### config.mk
export PLATFORM = sky130hd
export DESIGN_NAME = tlp_request_engine
export DESIGN_NICKNAME = d
export VERILOG_FILES = /design/src/rtl/tlp_request_engine.sv
export SDC_FILE = /design/constraint.sdc
export NUM_CORES = 1
export LEC_CHECK = 0
export CAP_MARGIN = 20
export CORE_AREA = 2 2 101 103
export CTS_BUF_LIST = sky130_fd_sc_hd__clkbuf_8
export DETAILED_ROUTE_END_ITERATION = 12
export DIE_AREA = 0 0 103 105
export HOLD_SLACK_MARGIN = 0.06
export MAX_ROUTING_LAYER = met4
export PLACE_DENSITY = 0.76
export SLEW_MARGIN = 15
export SYNTH_ARGS = -nofsm -noshare
export SYNTH_HDL_FRONTEND = slang
export SYNTH_SLANG_ARGS = --single-unit
### constraint.sdc
create_clock -name clk -period 5 [get_ports clk]
set_input_delay 0.75 -clock clk [delete_from_list [all_inputs] [get_ports clk]]
set_output_delay 0.75 -clock clk [all_outputs]
set_load 0.005 [all_outputs]
### src/rtl/tlp_request_engine.sv
// tlp_request_engine: accepts request TLPs one DW per beat, decodes MEM / IO / CFG requests
// (3DW or 4DW header), waits a fixed completer latency for well-formed requests, then streams a
// completion of one or more DWs with a status code.
//
// Ports:
//   clk, reset          rising-edge clock, asynchronous active-low reset
//   in_data/valid/ready request stream (header DWs then payload DWs)
//   out_data/valid/last completion stream, out_last marks the final beat of a request
//   next_ready          downstream ready for the completion stream
//   completion_status   1000 success, 1001 unsupported request, 1010 malformed (valid with out_valid)
//   busy                high whenever the engine is not idle
module tlp_request_engine #(
  parameter int unsigned DATA_W      = 32,
  parameter int unsigned DELAY       = 25,
  parameter int unsigned MAX_PAYLOAD = 64,
  parameter int unsigned DCNT_W      = $clog2(DELAY + 1)
) (
  input  logic              clk,
  input  logic              reset,
  input  logic [DATA_W-1:0] in_data,
  input  logic              in_valid,
  output logic              in_ready,
  output logic [DATA_W-1:0] out_data,
  output logic              out_valid,
  output logic              out_last,
  input  logic              next_ready,
  output logic [3:0]        completion_status,
  output logic              busy
);

  localparam logic [10:0]       MaxLen  = 11'(MAX_PAYLOAD);
  localparam logic [DCNT_W-1:0] DelayLd = DCNT_W'(DELAY);

  typedef enum logic [2:0] {StIdle, StHdr, StPay, StWait, StResp} state_e;
  typedef enum logic [1:0] {KindMem, KindIoCfg, KindUr, KindMal} kind_e;

  state_e             state_q, state_d;
  kind_e              kind_q, kind_d;
  logic               has_data_q, has_data_d;
  logic               four_dw_q, four_dw_d;
  logic [10:0]        len_q, len_d;
  logic [1:0]         idx_q, idx_d;   // index of the next header DW
  logic [10:0]        cnt_q, cnt_d;   // payload beat count in PAY, completion beat in RESP
  logic [31:0]        win_q, win_d;   // addr[47:16], the only address bits a completion uses
  logic [DCNT_W-1:0]  dcnt_q, dcnt_d;
  logic               live_q, live_d; // completion presented from the second RESP cycle on

  // DW0 decode
  logic [10:0] len_dec;
  kind_e       kind_dec;

  assign len_dec = (in_data[9:0] == 10'd0) ? 11'd1024 : {1'b0, in_data[9:0]};

  always_comb begin
    case (in_data[28:24])
      5'b00000:                     kind_dec = (len_dec > MaxLen) ? KindMal : KindMem;
      5'b00010, 5'b00100, 5'b00101: kind_dec = (in_data[29] || len_dec != 11'd1) ? KindMal
                                                                                  : KindIoCfg;
      default:                      kind_dec = KindUr;
    endcase
  end

  always_ff @(posedge clk or negedge reset) begin
    if (!reset) begin
      state_q    <= StIdle;
      kind_q     <= KindMem;
      has_data_q <= 1'b0;
      four_dw_q  <= 1'b0;
      len_q      <= '0;
      idx_q      <= '0;
      cnt_q      <= '0;
      win_q      <= '0;
      dcnt_q     <= '0;
      live_q     <= 1'b0;
    end else begin
      state_q    <= state_d;
      kind_q     <= kind_d;
      has_data_q <= has_data_d;
      four_dw_q  <= four_dw_d;
      len_q      <= len_d;
      idx_q      <= idx_d;
      cnt_q      <= cnt_d;
      win_q      <= win_d;
      dcnt_q     <= dcnt_d;
      live_q     <= live_d;
    end
  end

  logic   good;
  state_e end_state;

  always_comb begin
    state_d           = state_q;
    kind_d            = kind_q;
    has_data_d        = has_data_q;
    four_dw_d         = four_dw_q;
    len_d             = len_q;
    idx_d             = idx_q;
    cnt_d             = cnt_q;
    win_d             = win_q;
    dcnt_d            = dcnt_q;
    live_d            = live_q;
    in_ready          = 1'b0;
    out_valid         = 1'b0;
    out_data          = '0;
    out_last          = 1'b0;
    completion_status = 4'd0;
    good              = (kind_q == KindMem) || (kind_q == KindIoCfg);
    // Bad requests go straight to RESP; its staging cycle gives the one-edge response latency.
    end_state         = good ? StWait : StResp;

    case (state_q)
      StIdle: begin
        in_ready = 1'b1;
        if (in_valid) begin
          kind_d     = kind_dec;
          has_data_d = in_data[30];
          four_dw_d  = in_data[29];
          len_d      = len_dec;
          idx_d      = 2'd1;
          win_d      = '0;
          cnt_d      = '0;
          state_d    = StHdr;
        end
      end
      StHdr: begin
        in_ready = 1'b1;
        if (in_valid) begin
          if (idx_q == 2'd2) begin
            // 4DW: DW2 is addr[63:32]; 3DW: DW2 is addr[31:0] with an all-zero upper half
            win_d = four_dw_q ? {in_data[15:0], 16'h0000} : {16'h0000, in_data[31:16]};
          end
          if (idx_q == 2'd3) begin
            win_d[15:0] = in_data[31:16];
          end
          idx_d = idx_q + 2'd1;
          if (idx_q == {1'b1, four_dw_q}) begin
            if (has_data_q) begin
              state_d = StPay;
            end else begin
              state_d = end_state;
              dcnt_d  = DelayLd;
            end
          end
        end
      end
      StPay: begin
        in_ready = 1'b1;
        if (in_valid) begin
          cnt_d = cnt_q + 11'd1;
          if (cnt_q == len_q - 11'd1) begin
            cnt_d   = '0;
            state_d = end_state;
            dcnt_d  = DelayLd;
          end
        end
      end
      StWait: begin
        dcnt_d = dcnt_q - DCNT_W'(1);
        if (dcnt_q == DCNT_W'(1)) begin
          state_d = StResp;
        end
      end
      StResp: begin
        if (!live_q) begin
          live_d = 1'b1;
        end else begin
          out_valid = 1'b1;
          unique case (kind_q)
            KindMem: begin
              completion_status = 4'b1000;
              if (has_data_q) begin
                out_last = 1'b1;
              end else begin
                out_data = ~win_q + {21'd0, cnt_q};
                out_last = (cnt_q == len_q - 11'd1);
              end
            end
            KindIoCfg: begin
              completion_status = 4'b1000;
              out_last          = 1'b1;
              out_data          = has_data_q ? '0 : ~win_q;
            end
            KindUr: begin
              completion_status = 4'b1001;
              out_last          = 1'b1;
            end
            KindMal: begin
              completion_status = 4'b1010;
              out_last          = 1'b1;
            end
          endcase
          if (next_ready) begin
            if (out_last) begin
              state_d = StIdle;
              live_d  = 1'b0;
              cnt_d   = '0;
            end else begin
              cnt_d = cnt_q + 11'd1;
            end
          end
        end
      end
      default: state_d = StIdle;
    endcase
  end

  assign busy = (state_q != StIdle);

endmodule

# --- After elaboration in Yosys (flattened, before gate mapping) ---
# Cells that the tools add are included.
totals:
  regBits: 69
  inputBits: 36
  output_inout_bits: 40
  word_cells: 125
classes:
  addsub: 5
  magnitude_cmp: 1
  eq_ne: 28
  n_mux: 58
  bitwise: 1
  n_reduce_logical: 21
op_table:
  columns: ["operator", "count"]
  rows:
  - ["2-to-1 mux 32 bit", 8]
  - ["case mux 32 bit (2 select lines)", 2]
  - ["2-to-1 mux 11 bit", 7]
  - ["2-to-1 mux 3 bit", 11]
  - ["case mux 11 bit (3 select lines)", 1]
  - ["adder 32 x 11 -> 32 bit", 1]
  - ["NOT 32 bit", 1]
  - ["2-to-1 mux 5 bit", 5]
  - ["inequality test 2 bit (second input constant)", 11]
  - ["2-to-1 mux 16 bit", 1]
  - ["case mux 3 bit (5 select lines)", 1]
  - ["case mux 5 bit (3 select lines)", 1]
  - ["case mux 4 bit (3 select lines)", 1]
  - ["adder 11 x 1 -> 11 bit (second input constant)", 1]
  - ["equality test 11 bit", 1]
  - ["> comparator 11 x 7 -> 1 bit (second input constant)", 1]
  - ["2-to-1 mux 1 bit", 11]
  - ["inequality test 11 x 1 -> 1 bit (second input constant)", 1]
  - ["subtractor 11 x 1 -> 11 bit (second input constant)", 1]
  - ["equality test 5 x 3 -> 1 bit (second input constant)", 2]
  - ["zero test 10 bit", 1]
  - ["AND reduction 9 bit", 1]
  - ["nonzero test 3 bit", 3]
  - ["OR reduction 3 bit", 3]
  - ["other kinds (26)", 37]

# --- Longest topological paths before layout ---
# Gate-level depths: netlist of run 1.
depth:
  depth_word: 10
  mapped_depth: 11
  ltp_nobuf: 10

# --- Worst setup path after synthesis of run 1 ---
# No wires, ideal clock.
synth_path:
  kind: "reg-to-output"
  start: "register len_q[0]"
  end: "output out_last"
  arrival_ns: 2.710
  required_time_ns: 4.250
  setup_slack_ns: 1.540
  path_stages_with_launch: 10
  n_path_buf: 1
  path_cell_list: "dfrtp_1 > inv_1 > ha_1 > or3b_4 > or4_4 > a2111oi_4 > o2111ai_2 > or3_1 > buf_2 > a21oi_1"
synth_via:
  elab_chain_len: 8
synth_lines:
  columns: ["element", "line_no", "text"]
  rows:
  - ["from (decl)", "41", "logic [10:0] len_q, len_d;"]
  - ["from (signal assigned)", "80", "len_q <= len_d;"]
  - ["subtractor 11 x 1 -> 11 bit", "176", "out_last = (cnt_q == len_q - 11'd1);"]
  - ["equality test 11 bit", "176", null]
  - ["2-to-1 mux 1 bit", "172", "if (has_data_q) begin"]
  - ["case mux 1 bit (2 select lines)", "169", "unique case (kind_q)"]
  - ["2-to-1 mux 1 bit", "165", "if (!live_q) begin"]
  - ["2-to-1 mux 1 bit", "112", "case (state_q)"]
  - ["2-to-1 mux 1 bit", "165", null]
  - ["2-to-1 mux 1 bit", "112", null]
  - ["to (decl)", "25", "output logic out_last,"]
# Every way passes these cells. The select of a mux whose other input is x is not followed.

# --- Worst setup path after layout of run 1 ---
# Same ends and word-level chain as after synthesis.

==> results.ini, run 1 <==
[cells_and_area]
multiInputGateArea_um2=2800
seq_area_um2=1730
layout-area-overhead-vs-synth_pct=22.1
fin_cells=761
fillers=889
nNetsFinal=677
num_antenna_cells=0
drive_gt1_frac=0.0510

[sta]
fin_crit_ns=4.51
fin_setup_tns_ns=0
fin_ws_ns=0.487
fmax_mhz=222
setup-violations-final=0
slew_headroom=0.447
rsz0062_at_grt=false
finalCritPeriodShare=0.903
tightestPinTransition_ns=0.826
slew_viol_final=0
finalHoldViolations=0
hold_slack_ns=0.308
finClkSkew_ns=0.00892

[floorplan]
rows=36
core_area_um2=9640
die-area_um2=10800
die_w_um=103
ios=76
start_util=0.494
die_y_um=105

[global_route]
antenna_found_initial=0
grt-ovfl-total=0
grt_use_met3=0.0535
grt_pass1_vias=4340
grt_pass1_wl_mm=21.5
grt-busiest-layer=met2
grt_max_degree=55
grt_usage=0.258
grt_util_met2=0.403
grt.met1_usage=0.343

[synthesis]
synth_nets=613
syn_area_um2=4760
synth_most_common_cell=dfrtp_1
synth_edf_count=0
ys_top_cells_by_count=dfrtp_1 (69), nor2_1 (60), nand2_1 (54)
synth.avg_cell_area_um2=8.51
yosysWarnings=0
async_flop_share=1.00
synth_top_cell_by_area=dfrtp_1
synth_seq_cells=69
synthTopCellsByArea=dfrtp_1 (36%), a22o_1 (6.4%), xor2_1 (5.2%)
netlist_instances=559
yosysUniqueCellTypes=63
synth.top_cell.area_share=0.363
ys.flop_type=dfrtp_1
synth_seq_area_share=0.363

[detailed_routing]
antenna_left=0
first_iter_violations=274
wire_per_inst_um=17.1
drc=0
dr.pass1.iters=5
wl_mm=13.0
via_count=4445
viasPerCell=5.84

[clock_network]
clock_latency_ns=0.36
post_cts_buffers=0
cts.clk_slew.worst_paths_ns=0.08
holdBufCountCts=0
cts_max_path_buffers=2
cts_tree=done
cts_resized=0
cts_buffers=9
clock_sinks=69
htreeDepth=3
cts_root_buffer=clkbuf_8

[worst_setup_path]
worstPathArrival_ns=3.76
critPathRequiredTime_ns=4.25
critPathMaxFanout=6
critPathCaptureType=output pin
crit_type=reg -> out
worst_setup_path_start_kind=flip-flop

[job]
maxCapViolCount=0

[power_and_ir_drop]
p_per_area_nw_per_um2=561
p_leak_nw=2.65
peakVddDrop_mv=0.309

[placement]
hpwl_mm=9.49
place_congestion=0.909
dp_slack_ns=0.929
port_buffers=74
dp_cells=744

[worst_hold_path]
hold_class=in -> async

[status]
status=finished clean

[power by group]
part	internal (W)	switching [W]	total (W)
clock network	0.000257	0.000228	0.000485
logic	0.000791	0.00103	0.00182
registers	0.000712	0.000240	0.000952
[worst max-delay path, cell delays in order, from the launching register on]
cell	delay (ns)
dfrtp_1	0.42
inv_1	0.08
ha_1	0.19
or3b_4	0.41
or4_4	0.51
a2111oi_4	0.36
o2111ai_2	0.22
or3_1	0.51
a21oi_1	0.19
clkdlybuf4s50_1	0.51
[cell type report]
type | count | area share
tap | 133 | 0.0286
timing repair buffer | 80 | 0.134
sequential | 69 | 0.297
multi-input combinational | 430 | 0.482
clock inverter | 5 | 0.0101
clock buffer | 11 | 0.0261
inverter | 33 | 0.0213
[through the flow]
| step | total power (W) | utilization | area [um2] |
|---|---|---|---|
| after floorplan | 0.00233 | - | 4760 |
| after global placement | 0.00267 | 0.579 | 5580 |
| after detailed placement | 0.00274 | 0.579 | 5580 |
| after CTS | 0.00324 | 0.601 | 5790 |
| after global routing | 0.00353 | 0.603 | 5810 |
| final | 0.00326 | 0.603 | 5810 |
[sequential cells by signal, indices dropped and copies added (netlist names)]
name	cells
has_data_q	1
live_q	1
state_q	3
dcnt_q	5
len_q	11
idx_q	2
four_dw_q	1
cnt_q	11
win_q	32
kind_q	2
[layer usage]
metal,vias to the layer above,part of all wire
met3,17,0.054
met1,2145,0.45
met2,154,0.49
met5,-,0
met4,0,0.014
li1,2129,-
[path summary, 6_finish.rpt]
| check | start | end | slack, ns | depth (start not counted) |
|---|---|---|---|---|
| max reg2reg | len_q[0] | cnt_q[7] | 1.63 | 9 |
| min | reset | win_q[4] | 0.31 | 1 |
| min in group clk | dcnt_q[1] | dcnt_q[1] | 0.51 | 1 |
| max in group asynchronous | reset | win_q[26] | 3.66 | 2 |
| max | len_q[0] | out_last | 0.49 | 9 |
| min reg2reg | dcnt_q[1] | dcnt_q[1] | 0.51 | 1 |
[layout by cell type, fill, tap and decap left out, types with 5 or more instances in the layout]
cell type,synthesis,final
a21o_1,11,11
nand2_1,54,54
xnor2_1,18,18
buf_4,3,6
clkbuf_8,0,11
xor2_1,28,28
ha_1,17,17
nand2b_1,8,8
a21oi_1,31,31
clkdlybuf4s50_1,0,73
or3_1,5,5
nor4_1,12,12
nand3_1,14,14
o21ai_0,20,20
nor3_1,21,21
dfrtp_1,69,69
o21bai_1,6,6
a22o_1,35,35
nor3b_1,7,7
inv_1,33,33
nor2_1,60,60
a211oi_1,9,9
nand4_1,5,5
and3_1,5,5
[cells by family (layout without fill, tap and decap cells)]
family                     Yosys count  in the layout  synth area share
and+or+nand+nor                    214            214             0.219
AOI/OAI and AO/OA                  148            148             0.227
DFF                                 69             69             0.363
buffers and inverters               60            129            0.0502
xor gates and xnor gates            46             46            0.0846
adders and majority gates           18             18            0.0489
muxes                                3              3           0.00631
other                                1              1          0.000788
Power figures use the tool's default switching activity.
==> run 2, diff against run 1 <==
Settings changed: CTS_BUF_LIST sky130_fd_sc_hd__clkbuf_8 to unset.
==> results of run 2 <==
Same layout as run 1: the final DEF is identical, and so are final timing and power.
